[src/rtl/cursor_blink_painter_pkg.sv]
// Shared definitions for the paint-mode cursor blinker: default widths,
// colour constants, FSM state and exit-cause encodings, and the
// state-to-control decode used to build the registered outputs.
package cursor_blink_painter_pkg;

  localparam int X_W_DEF     = 5;
  localparam int Y_W_DEF     = 5;
  localparam int COLOR_W_DEF = 3;

  localparam logic [2:0] COLOR_BLACK = 3'b000;

  typedef enum logic [2:0] {
    S_IDLE    = 3'd0,
    S_RD      = 3'd1,
    S_DRAW    = 3'd2,
    S_ARM     = 3'd3,
    S_WAIT    = 3'd4,
    S_RESTORE = 3'd5
  } state_e;

  // Why WAIT was left towards RESTORE; decides where RESTORE goes next.
  typedef enum logic [1:0] {
    CAUSE_TIMEOUT = 2'd0,
    CAUSE_MOVE    = 2'd1,
    CAUSE_DISABLE = 2'd2
  } cause_e;

  typedef struct packed {
    logic timer_init;
    logic timer_rst;
    logic mem_req;
    logic mem_we;
    logic busy;
  } ctrl_t;

  // Control outputs as a pure function of state. IDLE keeps the timer
  // cleared so the first phase after enabling always starts from zero.
  function automatic ctrl_t ctrl_decode(state_e s);
    ctrl_t c;
    c = '0;
    case (s)
      S_IDLE:    c.timer_rst  = 1'b1;
      S_RD:      c.mem_req    = 1'b1;
      S_DRAW:    begin c.mem_req = 1'b1; c.mem_we = 1'b1; end
      S_ARM:     c.timer_rst  = 1'b1;
      S_WAIT:    c.timer_init = 1'b1;
      S_RESTORE: begin c.mem_req = 1'b1; c.mem_we = 1'b1; end
      default:   c.timer_rst  = 1'b1;
    endcase
    c.busy = (s != S_IDLE);
    return c;
  endfunction

endpackage

[src/rtl/cursor_blink_painter.sv]
// Cursor blinker for the LED framebuffer. Reads the pixel under the cursor,
// paints CURSOR_COLOR over it, then alternates paint/restore once per timer
// timeout. Leaving paint mode or moving the cursor restores the pixel first.
//
//  state   | meaning
//  IDLE    | blinking off, timer held cleared
//  RD      | reading the pixel under the cursor into saved_pix
//  DRAW    | writing CURSOR_COLOR at the cursor
//  ARM     | one-cycle timer clear so each phase gets a fresh count
//  WAIT    | timer running; watch for timeout, move or disable
//  RESTORE | writing saved_pix back at the old cursor address
module cursor_blink_painter
  import cursor_blink_painter_pkg::*;
#(
  parameter int                 X_W          = X_W_DEF,
  parameter int                 Y_W          = Y_W_DEF,
  parameter int                 COLOR_W      = COLOR_W_DEF,
  parameter logic [COLOR_W-1:0] CURSOR_COLOR = COLOR_W'(COLOR_BLACK)
) (
  input  logic                 clk,
  input  logic                 rst,
  input  logic                 enable,
  input  logic [X_W-1:0]       cursor_x,
  input  logic [Y_W-1:0]       cursor_y,
  input  logic                 timer_done,
  output logic                 timer_init,
  output logic                 timer_rst,
  output logic                 mem_req,
  output logic                 mem_we,
  output logic [X_W+Y_W-1:0]   mem_addr,
  output logic [COLOR_W-1:0]   mem_wdata,
  input  logic                 mem_ack,
  input  logic [COLOR_W-1:0]   mem_rdata,
  output logic                 cursor_shown,
  output logic                 busy
);

  localparam int ADDR_W = X_W + Y_W;

  state_e               state_q, state_d;
  cause_e               cause_q, cause_d;
  logic [ADDR_W-1:0]    addr_q, addr_d;
  logic [COLOR_W-1:0]   saved_q, saved_d;
  logic                 shown_q, shown_d;
  ctrl_t                ctrl_q;
  logic [ADDR_W-1:0]    cur_addr;

  assign cur_addr = {cursor_y, cursor_x};

  // Next-state logic. Enable and cursor changes are only looked at in WAIT,
  // so a memory access in flight is always carried through to its ack.
  always_comb begin
    state_d = state_q;
    cause_d = cause_q;
    addr_d  = addr_q;
    saved_d = saved_q;
    shown_d = shown_q;
    case (state_q)
      S_IDLE: begin
        if (enable) begin
          addr_d  = cur_addr;
          state_d = S_RD;
        end
      end
      S_RD: begin
        if (mem_ack) begin
          saved_d = mem_rdata;
          state_d = S_DRAW;
        end
      end
      S_DRAW: begin
        if (mem_ack) begin
          shown_d = 1'b1;
          state_d = S_ARM;
        end
      end
      S_ARM: begin
        state_d = S_WAIT;
      end
      S_WAIT: begin
        // A move or disable beats a coincident timeout; a disable beats a move.
        if (!enable || (cur_addr != addr_q)) begin
          cause_d = !enable ? CAUSE_DISABLE : CAUSE_MOVE;
          if (shown_q) begin
            state_d = S_RESTORE;
          end else if (!enable) begin
            state_d = S_IDLE;
          end else begin
            addr_d  = cur_addr;
            state_d = S_RD;
          end
        end else if (timer_done) begin
          cause_d = CAUSE_TIMEOUT;
          state_d = shown_q ? S_RESTORE : S_DRAW;
        end
      end
      S_RESTORE: begin
        if (mem_ack) begin
          shown_d = 1'b0;
          case (cause_q)
            CAUSE_DISABLE: state_d = S_IDLE;
            CAUSE_MOVE: begin
              addr_d  = cur_addr;
              state_d = S_RD;
            end
            default: state_d = S_ARM;
          endcase
        end
      end
      default: state_d = S_IDLE;
    endcase
  end

  // State, datapath registers and control outputs registered from the next state.
  always_ff @(posedge clk) begin
    if (rst) begin
      state_q <= S_IDLE;
      cause_q <= CAUSE_TIMEOUT;
      addr_q  <= '0;
      saved_q <= '0;
      shown_q <= 1'b0;
      ctrl_q  <= ctrl_decode(S_IDLE);
    end else begin
      state_q <= state_d;
      cause_q <= cause_d;
      addr_q  <= addr_d;
      saved_q <= saved_d;
      shown_q <= shown_d;
      ctrl_q  <= ctrl_decode(state_d);
    end
  end

  // Memory port mux: address and data are driven only while a request is up.
  always_comb begin
    mem_addr  = '0;
    mem_wdata = '0;
    if (ctrl_q.mem_req) begin
      mem_addr = addr_q;
    end
    if (ctrl_q.mem_req && ctrl_q.mem_we) begin
      mem_wdata = (state_q == S_RESTORE) ? saved_q : CURSOR_COLOR;
    end
  end

  assign timer_init   = ctrl_q.timer_init;
  assign timer_rst    = ctrl_q.timer_rst;
  assign mem_req      = ctrl_q.mem_req;
  assign mem_we       = ctrl_q.mem_we;
  assign busy         = ctrl_q.busy;
  assign cursor_shown = shown_q;

endmodule

[config.mk]
export PLATFORM = sky130hd
export DESIGN_NAME = cursor_blink_painter
export DESIGN_NICKNAME = d
export VERILOG_FILES = /design/src/rtl/cursor_blink_painter_pkg.sv /design/src/rtl/cursor_blink_painter.sv
export SDC_FILE = /design/constraint.sdc
export NUM_CORES = 1
export LEC_CHECK = 0
export CORE_UTILIZATION = 46
export DETAILED_ROUTE_END_ITERATION = 10
export GPL_TIMING_DRIVEN = 0
export PLACE_DENSITY = 0.78
export SYNTH_ARGS = -nofsm -noshare
export SYNTH_HDL_FRONTEND = slang
export SYNTH_SLANG_ARGS = --single-unit
[constraint.sdc]
create_clock -name clk -period 2.2 [get_ports clk]
set_clock_uncertainty 0.2 [all_clocks]
set_input_delay 0.44 -clock clk [delete_from_list [all_inputs] [get_ports clk]]
set_output_delay 0.44 -clock clk [all_outputs]
set_load 0.05 [all_outputs]
==> impl_metrics.csv, run 1 <==
group,metric,value,unit
critical_path,r2r_cells,7,
critical_path,crit_required,1560,ps
critical_path,rr_endpoint,"addr_q[7]",
clocking,cts_root_buf,"clkbuf_4",
clocking,cts_tree,"yes",
route,vias,1199,
sta,setup_viol,0,
sta,finalCriticalPeriod,2163,ps
route,drcViolationCount,0,
power_and_ir_drop,power_density,553.2,nW/um^2
floorplanning,initial_core_util,0.5000,
floorplanning,die_h,54.60,um
finish,syn_to_final_growth,40.31,%
finish,layout.nets,209,
clocking,ctsHtreeMaxLevel,1,
sta,fin_setup_tns,0,ps
floorplanning,die_w,54.60,um
finish,final_cell_mix,"20 x nor2_1, 19 x dfxtp_1, 14 x and2_1, 13 x mux2i_1, 11 x clkdlybuf4s50_1",
critical_path,r2r_slack,90,ps
floorplanning,ios,37,
clocking,cts_buffer_depth,2,
critical_path,crit_buf_inv,2,
global_route,grt_pass1_wl,4899,um
finish,stdcell_area,1785,um^2
critical_path,path_max_fanout,10,
synthesis,yosysTopAreaCellShare,0.3776,
sta,rsz0062_at_grt,"true",
critical_path,path_cells,"clkbuf_4 -> nand3_1 -> nor2_2 -> and2_1 -> clkbuf_4",
global_route,gr-total-overflow,0,
route,first_pass_iters,4,
route,wl_per_cell,14.80,um
route,viasPerCell,5.525,
synthesis,syn_nets,166,
sta,max_slew_margin,0.6459,
place,port-buffer-count,36,
critical_path,path_delay_family,"buffers and inverters",
finish,final_common_cell,"nor2_1",
synthesis,syn_avg_cell_area,8.716,um^2
critical_path,worst-setup-path-type,"flip-flop to output pin",
synthesis,syn_area,1272,um^2
clocking,clkTransAtPathRegs,130,ps
min_path,hp-class,"primary input to flip-flop",
sta,post-route-period-util,0.9832,
critical_path,crit_end,"mem_wdata[0]",
critical_path,critPathCaptureType,"output pin",
finish,num_antenna_cells,0,
critical_path,startpoint,"state_q[0]",
finish,fill_cells,199,
critical_path,start_kind,"flip-flop",
sta,worstMarginPinSlew,531.2,ps
synthesis,synth_area_leaders,"dfxtp_1 38%, mux2i_1 10%, and2_1 6.9%, xnor2_1 6.9%, nor2_1 6.5%",
synthesis,yosysTopAreaCell,"dfxtp_1",
synthesis,yosysUniqueCellTypes,35,
sta,max_freq,462.3,MHz
power_and_ir_drop,leakagePower,0.0007049,uW
floorplanning,row_count,18,
clocking,insertion_delay,320,ps
critical_path,crit_top_cell,"clkbuf_4",
route,postRouteAntennaNets,0,
critical_path,crit_cells,5,
critical_path,crit_path_top_delay_cell,"dfxtp_1",
synthesis,synth_seq_cells,24,
finish,drive_gt1_frac,0.2353,
critical_path,r2r-start,"addr_q[2]",
global_route,grt_max_degree,13,
clocking,numClockSinks,24,
job,drv_cap,0,
synthesis,yosys_warnings,0,
outcome,status,"finished, final reports clean",
sta,drv_slew,0,
global_route,grt_pass1_vias,1063,
place,place_congestion,0.8183,
route,routed_wl,3212,um
critical_path,cp.arrival,1520,ps
floorplanning,core_area,2545,um^2
sta,hold_viol,0,
place,detailed_place_hpwl,2129,um
critical_path,max_stage_delay,370,ps
clocking,numCtsBuffers,3,
global_route,grt_antenna_before_repair,0,
clocking,cts_hold_buf,0,
global_route,grt.total_usage,0.2356,
power_and_ir_drop,ir_drop,0.4215,mV
synthesis,synthCells,146,
route,drtIter0Drc,27,
floorplanning,dieArea,2981,um^2
place,placed_area,1670,um^2
synthesis,seq_area_frac_synth,0.3776,
==> cell families (layout without fill, tap and decap cells) <==
| group | count (synthesis) | count (layout) | share of synthesized area |
|---|---|---|---|
| AO/OA/AOI/OAI | 28 | 28 | 0.1534 |
| buffers and inverters | 11 | 52 | 0.03638 |
| flip-flops | 24 | 24 | 0.3776 |
| AND/OR/NAND/NOR | 57 | 57 | 0.2330 |
| adder cells (fa/ha/maj) | 2 | 2 | 0.01966 |
| XOR/XNOR | 10 | 10 | 0.06883 |
| multiplexers | 14 | 14 | 0.1111 |
==> final cells by class <==
| class | count | area [um^2] | share of cell area |
|---|---|---|---|
| clock buffers | 3 | 22.52 | 0.01261 |
| well taps | 30 | 37.54 | 0.02102 |
| inverters | 5 | 18.77 | 0.01051 |
| flip-flops and latches | 24 | 489.2 | 0.2740 |
| repair buffers | 38 | 365.4 | 0.2046 |
| plain buffers | 6 | 36.28 | 0.02032 |
| multi-input cells | 111 | 815.8 | 0.4569 |
==> synth_stat cells <==
cell / count
nor3_1: 1
a32oi_1: 2
buf_2: 1
a211o_1: 1
or3_4: 1
a22oi_1: 2
nor4_1: 1
a31oi_1: 1
nand2b_1: 2
o31ai_4: 1
inv_1: 5
o21ai_1: 2
nand3_1: 3
nor4b_2: 1
and2_1: 14
o31ai_2: 1
nand2_1: 6
mux2i_1: 13
o21ai_0: 8
nand4_1: 3
nor2_1: 22
xnor2_1: 10
o21a_1: 1
and2b_1: 1
buf_4: 1
clkbuf_1: 4
or2_2: 1
o21ba_1: 1
nor2b_1: 1
mux2_2: 1
o22a_1: 1
a21oi_1: 6
o21bai_1: 1
ha_1: 2
dfxtp_1: 24
==> per-layer routing <==
| layer | up-vias | global-route usage | part of all wire |
|---|---|---|---|
| li1 | 584 | - | - |
| met1 | 563 | 0.2872 | 0.44 |
| met2 | 48 | 0.4237 | 0.50 |
| met3 | 4 | 0.04167 | 0.058 |
| met4 | 0 | 0.05128 | 0.0090 |
| met5 | - | 0 | 0 |
==> flip-flops by register name, indices dropped and copies added, names as in the netlist <==
name / count
cursor_shown: 1
addr_q: 10
mem_req: 1
busy: 1
cause_q: 2
timer_init: 1
saved_q: 3
state_q: 3
mem_we: 1
timer_rst: 1
==> worst min path at each step <==
| stage | startpoint | to | slack (ps) | cells after the start |
|---|---|---|---|---|
| finish | cursor_x[2] | addr_q[2] | 220 | 3 |
| detailed placement | saved_q[1] | saved_q[1] | 260 | 2 |
| CTS | saved_q[1] | saved_q[1] | 280 | 2 |
| global route | cursor_x[2] | addr_q[2] | 260 | 3 |
| global placement | saved_q[1] | saved_q[1] | 260 | 2 |
| floorplan | saved_q[0] | saved_q[0] | 250 | 2 |
==> repair_timing <==
item | in CTS | in global routing
setup endpoints to repair | 30 | 18
resized for setup | 69 | 23
pin swaps | 8 | 9
setup buffers | 1 | 0
cloned | 1 | 0
==> tightest hold or removal path, delay by kind of cell <==
kind,cells,cell delay (ps)
buffers and inverters,1,120
and+or+nand+nor,1,80
muxes,1,70
==> power breakdown <==
group	internal [uW]	total, uW	switching, uW
Clock	64.1	199	134
Combinational	129	299	169
Sequential	465	490	25.4
==> through the flow <==
step                power, uW  hold WS (ps)  cells  worst slack, ps    util
CTS                     965.9         283.0    217            7.212  0.6844
detailed placement      775.2         263.6    212           -568.0  0.6563
global route             1023         258.6    217           -12.03  0.7016
finish                  987.7         217.9    217            36.92  0.7016
global placement        768.8         258.4    212           -535.1  0.6563
floorplan               675.6         248.7    146            107.3       -
No activity file was read; power rests on OpenSTA's default activity.
==> run 2: changes to the inputs <==
Settings changed: SKIP_LAST_GASP set to 1.
==> results of run 2 <==
Final layout, timing and power as in run 1 (identical DEF).
Main changes from that run: number of gates resized after CTS 69 -> 68
==> run 3: changes to the inputs <==
Settings changed: CORE_UTILIZATION 46 to 50, PLACE_DENSITY 0.78 to 0.84.
Clock period 2.2 ns to 2.5 ns, I/O delays scaled along.
==> impl_metrics.csv, run 3 (same netlist as run 1, synthesis figures left out) <==
group,metric,value,unit
critical_path,worst-setup-path-type,"primary input to flip-flop",
sta,setup_viol,0,
floorplanning,ios,37,
global_route,grt_pass1_vias,1086,
sta,rsz0062_at_grt,"true",
critical_path,path_max_fanout,10,
route,first_pass_iters,4,
sta,worstMarginPinSlew,499.3,ps
route,drcViolationCount,0,
floorplanning,die_w,52.45,um
power_and_ir_drop,leakagePower,0.0006847,uW
critical_path,cp.arrival,2460,ps
global_route,grt_pass1_wl,4643,um
sta,max_slew_margin,0.6671,
global_route,grt_max_degree,15,
clocking,ctsHtreeMaxLevel,1,
clocking,cts_hold_buf,0,
finish,final_cell_mix,"24 x dfxtp_1, 23 x clkdlybuf4s50_1, 22 x nor2_1, 14 x and2_1, 13 x mux2i_1",
finish,multi_input_area,763.2,um^2
sta,hold_viol,0,
finish,regMostFlops,"addr_q",
sta,post-route-period-util,0.9758,
floorplanning,initial_core_util,0.5539,
finish,num_antenna_cells,0,
critical_path,critPathCaptureType,"flip-flop",
critical_path,crit_required,2520,ps
sta,finalCriticalPeriod,2439,ps
finish,final_common_cell,"dfxtp_1",
route,vias,1167,
outcome,status,"finished, final reports clean",
floorplanning,row_count,17,
finish,finalNonFillerCells,215,
sta,fin_setup_tns,0,ps
route,viasPerCell,5.428,
sta,holdWs,288.8,ps
sta,drv_slew,0,
critical_path,start_kind,"primary input",
route,routed_wl,2901,um
clocking,cts_tree,"yes",
clocking,clkTransAtPathRegs,140,ps
finish,largest_register_ff_count,10,
job,drv_cap,0,
sta,max_freq,409.9,MHz
global_route,grt.total_usage,0.2362,
finish,fill_cells,183,
place,place_congestion,0.8626,
clocking,cts_root_buf,"clkbuf_4",
global_route,grt_antenna_before_repair,0,
power_and_ir_drop,power_density,571.9,nW/um^2
clocking,cts_buffer_depth,2,
floorplanning,die_h,52.45,um
global_route,gr-total-overflow,0,
route,drtIter0Drc,30,
place,dp_cells,210,
finish,syn_to_final_growth,32.45,%
route,postRouteAntennaNets,0,
route,wl_per_cell,13.49,um
floorplanning,core_area,2297,um^2
finish,top_regs,"addr_q (10), saved_q (3), state_q (3)",
power_and_ir_drop,ir_drop,0.4756,mV
clocking,insertion_delay,330,ps
finish,drive_gt1_frac,0.1444,
floorplanning,dieArea,2750,um^2
clocking,numCtsBuffers,3,
finish,seq_area,480.5,um^2
clocking,numClockSinks,24,
place,port-buffer-count,36,
finish,layout.nets,208,
min_path,hp-class,"flip-flop to flip-flop",
place,detailed_place_hpwl,2150,um
==> run 3: timing repair <==
action,CTS,global route
cloned,0,0
gates resized for setup,18,29
setup buffers,0,1
pin swaps,0,1
setup endpoints to repair,13,17
==> run 3: path summary, 6_finish.rpt <==
check                                 start          to  slack, ps  cells past startpoint
worst max-delay path            cursor_x[1]   addr_q[2]         60                      8
worst min-delay path             saved_q[0]  saved_q[0]        290                      2
worst max register to register   state_q[2]   timer_rst        240                      7
worst min register to register   saved_q[0]  saved_q[0]        290                      2
==> run 3: area by class of cell <==
| cell class | count | area share |
|---|---|---|
| Tap cell | 28 | 0.02079 |
| Buffer | 6 | 0.01930 |
| Clock inverter | 1 | 0.01782 |
| Multi-Input combinational cell | 111 | 0.4529 |
| Timing Repair Buffer | 37 | 0.1797 |
| Clock buffer | 3 | 0.01336 |
| Sequential cell | 24 | 0.2851 |
| Inverter | 5 | 0.01114 |
==> run 3: critical path, stage by stage <==
cell and delay (ps):
clkdlybuf4s50_1 490, xnor2_1 150, nand4_1 150, or3_4 460
o21ai_1 190, buf_6 200, mux2i_1 240, nor2_1 70
==> run 3: power by group <==
group          switching, uW  internal [uW]
combinational            139            108
clock                    125            162
sequential              20.6            409
total                    285            679
==> run 3: per-stage QoR <==
stage,power (uW),cell area [um^2],utilization,worst slack (ps)
floorplan,594.5,1272,-,347.3
finish,963.8,1685,0.7337,60.54
CTS,961.1,1710,0.7446,-90.02
global route,1004,1685,0.7337,-21.56
detailed placement,681.4,1668,0.7260,-349.0
global placement,675.0,1668,0.7260,-296.5
==> run 3: layer usage <==
metal  GRT usage  wire length, um  vias to the layer above
li1            -                -                      586
met1      0.2687             1218                      529
met2      0.4072             1459                       47
met3     0.06087              183                        5
met4      0.1096               40                        0
met5           0                0                        -
